===== src/rtl/fx2_slave_fifo_writer.sv =====
// Transmit engine for the FX2 slave-FIFO IN endpoint: turns a valid/ready word stream into
// FD/SLWR/PKTEND pin activity, flushing short packets on last, idle timeout or disable.
module fx2_slave_fifo_writer #(
  parameter int unsigned DATA_W     = 16,
  parameter int unsigned PKT_WORDS  = 256,
  parameter int unsigned TIMEOUT    = 1024,
  parameter logic [1:0]  FIFOADR_IN = 2'b10
) (
  input  logic              xIFCLK,
  input  logic              RST,
  input  logic              enable_i,
  input  logic [DATA_W-1:0] dat_i,
  input  logic              valid_i,
  input  logic              last_i,
  output logic              ready_o,
  output logic [DATA_W-1:0] FD_O,
  output logic              FD_OE,
  output logic              SLWR_N,
  output logic              PKTEND_N,
  output logic [1:0]        FIFOADR,
  input  logic              AFULL_N,
  output logic              busy_o
);

  localparam int unsigned WcntW = (PKT_WORDS > 1) ? $clog2(PKT_WORDS) : 1;
  localparam int unsigned TcntW = (TIMEOUT > 2) ? $clog2(TIMEOUT) : 1;
  localparam logic [WcntW-1:0] WcntLast = WcntW'(PKT_WORDS - 1);
  localparam logic [TcntW-1:0] TcntLast = TcntW'(TIMEOUT - 1);

  typedef enum logic [1:0] {StIdle, StWrite, StGap, StPend} state_e;

  state_e            state_q, state_d;
  logic [WcntW-1:0]  wcnt_q, wcnt_d;
  logic [TcntW-1:0]  tcnt_q, tcnt_d;
  logic [TcntW-1:0]  tcnt_inc;
  logic              afull_q;
  logic              slwr_n_q, slwr_n_d;
  logic              pktend_n_q, pktend_n_d;
  logic              fd_oe_q, fd_oe_d;
  logic [DATA_W-1:0] fd_o_q, fd_o_d;
  logic              accept;
  logic              wrap;

  // afull_q is one cycle stale; the FX2 flag margin absorbs the one extra accept.
  assign ready_o  = (state_q == StWrite) && afull_q && enable_i;
  assign accept   = valid_i && ready_o;
  assign wrap     = (wcnt_q == WcntLast);
  assign tcnt_inc = tcnt_q + 1'b1;

  always_comb begin
    state_d = state_q;
    wcnt_d  = wcnt_q;
    tcnt_d  = tcnt_q;
    unique case (state_q)
      StIdle: begin
        if (enable_i) state_d = StWrite;
      end
      StWrite: begin
        if (accept) begin
          wcnt_d = wrap ? '0 : wcnt_q + 1'b1;
          tcnt_d = '0;
          // A last word landing on the packet boundary was auto-committed by the FX2.
          if (last_i && !wrap) state_d = StGap;
        end else if (wcnt_q == '0) begin
          tcnt_d = '0;
        end else begin
          tcnt_d = tcnt_inc;
          if (tcnt_inc == TcntLast) state_d = StGap;
        end
        if (!enable_i) state_d = (wcnt_q == '0) ? StIdle : StGap;
      end
      StGap: begin
        state_d = StPend;
      end
      StPend: begin
        wcnt_d  = '0;
        tcnt_d  = '0;
        state_d = enable_i ? StWrite : StIdle;
      end
      default: state_d = StIdle;
    endcase
  end

  // Pin stage: every FX2-facing signal comes straight from a flop.
  always_comb begin
    slwr_n_d   = !accept;
    fd_o_d     = accept ? dat_i : fd_o_q;
    pktend_n_d = (state_q != StPend);
    fd_oe_d    = (state_d != StIdle);
  end

  always_ff @(posedge xIFCLK) begin
    if (RST) begin
      state_q    <= StIdle;
      wcnt_q     <= '0;
      tcnt_q     <= '0;
      afull_q    <= 1'b0;
      slwr_n_q   <= 1'b1;
      pktend_n_q <= 1'b1;
      fd_oe_q    <= 1'b0;
      fd_o_q     <= '0;
    end else begin
      state_q    <= state_d;
      wcnt_q     <= wcnt_d;
      tcnt_q     <= tcnt_d;
      afull_q    <= AFULL_N;
      slwr_n_q   <= slwr_n_d;
      pktend_n_q <= pktend_n_d;
      fd_oe_q    <= fd_oe_d;
      fd_o_q     <= fd_o_d;
    end
  end

  assign FD_O     = fd_o_q;
  assign FD_OE    = fd_oe_q;
  assign SLWR_N   = slwr_n_q;
  assign PKTEND_N = pktend_n_q;
  assign FIFOADR  = FIFOADR_IN;
  assign busy_o   = (state_q != StIdle);

endmodule


===== config.mk =====
export PLATFORM = sky130hd
export DESIGN_NAME = fx2_slave_fifo_writer
export DESIGN_NICKNAME = d
export VERILOG_FILES = /design/src/rtl/fx2_slave_fifo_writer.sv
export SDC_FILE = /design/constraint.sdc
export NUM_CORES = 1
export LEC_CHECK = 0
export ABC_AREA = 1
export BUFFER_PORTS_ARGS = -buffer_cell sky130_fd_sc_hd__clkbuf_2
export CAP_MARGIN = 10
export CORE_MARGIN = 5
export CORE_UTILIZATION = 52
export CTS_BUF_LIST = sky130_fd_sc_hd__clkbuf_16
export CTS_CLUSTER_SIZE = 25
export DETAILED_ROUTE_END_ITERATION = 12
export PLACE_DENSITY = 0.78
export REMOVE_ABC_BUFFERS = 1
export SKIP_CTS_REPAIR_TIMING = 1
export SLEW_MARGIN = 20
export SYNTH_ARGS = -nofsm -noshare
export SYNTH_HDL_FRONTEND = slang
export SYNTH_SLANG_ARGS = --single-unit

===== constraint.sdc =====
create_clock -name xIFCLK -period 1.8 [get_ports xIFCLK]
set_input_delay 0.27 -clock xIFCLK [delete_from_list [all_inputs] [get_ports xIFCLK]]
set_output_delay 0.27 -clock xIFCLK [all_outputs]
set_load 0.1 [all_outputs]

# After elaboration in Yosys (flattened, before gate mapping)
# Index checks and enable logic that the tools add are counted.
# W data, S select, Z words.
dict set report op_classes {
  addsub 2
  reduce_logical 12
  eq_ne 7
  muxes 15
}
# cell count
set op_table {}
lappend op_table {{$mux W10} 2}
lappend op_table {{$pmux W10 S2} 1}
lappend op_table {{$mux W8} 2}
lappend op_table {{$pmux W8 S2} 1}
lappend op_table {{$mux W2} 7}
lappend op_table {{$add A10 B1 Y10 const B} 1}
lappend op_table {{$eq A10 B10 Y1 const B} 1}
lappend op_table {{$add A8 B1 Y8 const B} 1}
lappend op_table {{$eq A8 B8 Y1 const B} 1}
lappend op_table {{$logic_not A8 Y1} 1}
lappend op_table {{$pmux W2 S4} 1}
lappend op_table {{$reduce_bool A2 Y1} 3}
lappend op_table {{$eq A2 B2 Y1 const B} 2}
lappend op_table {{$logic_and A1 B1 Y1} 4}
lappend op_table {{$ne A2 B2 Y1 const B} 2}
lappend op_table {{$eq A2 B1 Y1 const B} 1}
lappend op_table {{$logic_not A1 Y1} 2}
lappend op_table {{$logic_not A2 Y1} 1}
lappend op_table {{$reduce_and A2 Y1} 1}
lappend op_table {{$mux W1} 1}
dict set report totals {
  register_bits 40
  word_cells 44
}

# Longest topological paths before layout
dict set report depth {
  word_depth 8
  mapped_depth 14
  ltp_nobuf 14
}

# Worst setup path before layout
# Ideal clock, no wire load.
dict set report synth_path {
  path_type {reg2out}
  start {reg state_q[1]}
  end {out ready_o}
  t_arrival_ns 1.732
  stages_incl_launch_ff 4
  slack_ns -0.202
  t_required_ns 1.530
  n_path_buf 0
  path_cell_list {dfxtp_1 > inv_1 > nand2_2 > nor2_1}
}
dict set report synth_via {
  elab_chain_len 3
}
# element line
set synth_lines {}
lappend synth_lines {{start, declared} 32} ;# state_e state_q, state_d;
lappend synth_lines {{start signal, assigned} 94} ;# state_q <= StIdle;
lappend synth_lines {{start signal, assigned} 103} ;# state_q <= state_d;
lappend synth_lines {{$eq A2 B1 Y1} 45} ;# assign ready_o = (state_q == StWrite) && afull_q && enable_i;
lappend synth_lines {{$logic_and A1 B1 Y1 (2 in series)} 45}
lappend synth_lines {{end, declared} 15} ;# output logic ready_o,
# Every way passes these cells.

# Worst setup path in the final report
# Ends and elaborated chain as after synthesis.

==> flow_metrics.py <==
metrics = {
    "outcome": {
        "outcome": "completed",
    },
    "route": {
        "first_pass_iters": 4,
        "post-route-drc-count": 0,
        "drt-vias-per-instance": 4.98,
        "drt-initial-drc-count": 167,
        "wl_per_cell_um": 11.7,
        "vias": 1772,
        "wl_um": 4170,
        "ant_nets": 0,
    },
    "grt": {
        "antenna_found_initial": 0,
        "grt_first_pass_wirelength_um": 7300,
        "grt_pass1_vias": 1615,
        "overflow": 0,
        "grt_max_degree": 14,
        "grt_usage": 0.185,
    },
    "placed_design": {
        "placed_cells": 349,
        "port_buffers": 42,
        "gp_congestion": 0.846,
        "placed_area_sq_um": 2130,
        "dp_hpwl_um": 3100,
    },
    "clock_network": {
        "cts_tree": "done",
        "clk_pin_slew_ns": 0.06,
        "clk_latency_ns": 0.28,
        "cts_made_buffers": 5,
        "cts-root-buf": "clkbuf_16",
        "clock_path_buffers": 2,
        "clock-sinks": 40,
        "htree_num_levels": 2,
    },
    "floorplan": {
        "rows": 21,
        "core_sq_um": 3420,
        "dieHeight_um": 70.0,
        "ios": 45,
        "die_w_um": 70.0,
        "start_util": 0.548,
        "dieArea_sq_um": 4900,
    },
    "sta": {
        "finalHoldViolCount": 0,
        "relSlewSlack": 0.630,
        "fin_crit_sh": 0.915,
        "final_max_slew_viol_count": 0,
        "max_freq_mhz": 607,
        "post-route-min-period_ns": 1.65,
        "setup_viol": 0,
        "worst_pin_slew_ns": 0.557,
        "skew_ns": 0.00260,
        "rsz0062_at_grt": "no",
    },
    "pwr": {
        "seq_power_share": 0.467,
        "swShare": 0.256,
        "power.switching_uw": 498,
        "intPower_mw": 1.45,
        "power_density_nw_per_um2": 851,
        "total_power_mw": 1.95,
        "irDropWorstVdd_uv": 558,
        "p_comb_frac": 0.103,
        "leakage_nw": 1.07,
        "power_frac_clock": 0.431,
    },
    "worst_setup_path": {
        "slowest_delay_ns": 0.46,
        "reg2reg_depth": 10,
        "required_ns": 1.53,
        "cp-endpoint": "ready_o",
        "startpoint": "state_q[1]",
        "worst_ep_arrival_time_ns": 1.38,
        "r2r-end": "FD_OE",
        "cp-start-kind": "register",
        "path_max_fanout": 4,
        "crit_slowest_cell": "clkbuf_2",
        "cp-end-kind": "output port",
        "path_class": "reg -> out",
        "reg2reg_from": "wcnt_q[0]",
        "r2r_slack_ns": 0.16,
        "path_cells": "inv_1 -> nand2_2 -> nor2_1 -> clkbuf_2",
    },
    "finish": {
        "final_util": 0.669,
        "areaGrowthSynthToFinish_pct": 22.2,
        "diodes": 0,
        "final_cells": 356,
        "layout-drive-gt1-share": 0.242,
        "nNetsFinal": 336,
        "postLayoutCellArea_sq_um": 2290,
    },
    "logic_synthesis": {
        "yosysTopAreaCell": "dfxtp_1",
        "synth-seq-cells": 40,
        "synthTopCellsByArea": "dfxtp_1 43%, nand2_1 11%, nor2_1 11%",
        "ys_warn_count": 0,
        "synth_top_cell_area_share": 0.428,
        "ys.flop_type": "dfxtp_1",
        "synth_edf_count": 0,
        "syn-cell-area_sq_um": 1870,
        "synth.avg_cell_area_sq_um": 7.06,
        "yosysUniqueCellTypes": 33,
        "synth_common_cells": "53 x nand2_1, 53 x nor2_1, 40 x dfxtp_1, 27 x inv_1, 22 x o21ai_0",
        "syn-instance-count": 265,
        "async_flop_share": 0,
        "yosysSeqAreaShare": 0.428,
    },
    "run": {
        "max_cap_violations": 0,
    },
    "min_path": {
        "hold_path_class": "in -> reg",
    },
}
## worst max-delay path, delay by kind of cell (launching register included)
family        cells  cell delay (ns)
buf+inv           2             0.56
flops             1             0.32
simple gates      2             0.21
## metal layers
metal,up-vias,part of all wire,track usage
met5,-,0,0
met4,0,0.017,0.0660
met3,7,0.085,0.0846
met2,55,0.46,0.283
met1,786,0.44,0.228
li1,924,-,-
## power by group through the flow
| stage | clock [mW] | combinational [mW] | sequential, mW |
|---|---|---|---|
| final | 0.838 | 0.200 | 0.908 |
| after global routing | 0.895 | 0.215 | 0.909 |
| after CTS | 0.849 | 0.200 | 0.907 |
| after detailed placement | 0 | 0.200 | 0.927 |
| after global placement | 0 | 0.198 | 0.927 |
| after floorplan | 0 | 0.0875 | 0.979 |
## state kept, by name (all words and copies together), names as in the netlist
signal and cells:
FD_OE 1, SLWR_N 1, FD_O 16, afull_q 1, state_q 2, wcnt_q 8, PKTEND_N 1, tcnt_q 10
## through the flow
stage	hold WS (ns)	TNS [ns]	setup WS, ns
floorplan	0.339	-0.202	-0.202
global placement	0.474	0	0.210
detailed placement	0.479	0	0.155
CTS	0.184	0	0.0984
global route	0.194	0	0.00976
finish	0.187	0	0.153
## cells in the final DEF (no fill, tap or decap), types with 2 or more instances in the layout
cell       instances
nor2_1            53
buf_4              7
a31oi_1            2
conb_1             2
dfxtp_1           37
o21ai_0           22
xor2_1             3
a21oi_1           14
nor2_2             3
clkbuf_2          41
nand3_1            9
inv_1             27
and3_1             2
ha_1               2
nand2_2            5
inv_2              2
nand4_1            3
clkbuf_16          5
nand2_1           51
ha_2               2
a211oi_1           2
dfxtp_2            3
## kinds of logic (layout without fill, tap and decap cells)
kind of cell / Yosys count / count (layout) / synth area share
DFF: 40 / 40 / 0.428
buffers and inverters: 39 / 84 / 0.0856
AOI/OAI and AO/OA: 46 / 46 / 0.136
and+or+nand+nor: 130 / 130 / 0.297
xor gates and xnor gates: 4 / 4 / 0.0227
adders and majority gates: 4 / 4 / 0.0268
other: 2 / 2 / 0.00401
## area by class of cell
| type | instances | area (sq um) |
|---|---|---|
| fillers | 305 | 1130 |
| multi-input cells | 186 | 920 |
| flip-flops and latches | 40 | 805 |
| repair buffers | 48 | 258 |
| clock buffers | 5 | 125 |
| inverters | 29 | 109 |
| well taps | 46 | 57.6 |
| clock inverters | 2 | 12.5 |
## how the worst min path moves through the flow
stage | cells past startpoint | end | slack [ns] | startpoint
floorplan | 1 | tcnt_q[1] | 0.34 | RST
global placement | 2 | tcnt_q[9] | 0.47 | tcnt_q[9]
detailed placement | 2 | tcnt_q[9] | 0.48 | tcnt_q[9]
CTS | 3 | afull_q | 0.18 | AFULL_N
global route | 3 | afull_q | 0.19 | AFULL_N
finish | 3 | afull_q | 0.19 | AFULL_N
No activity file was read; power rests on OpenSTA's default activity.
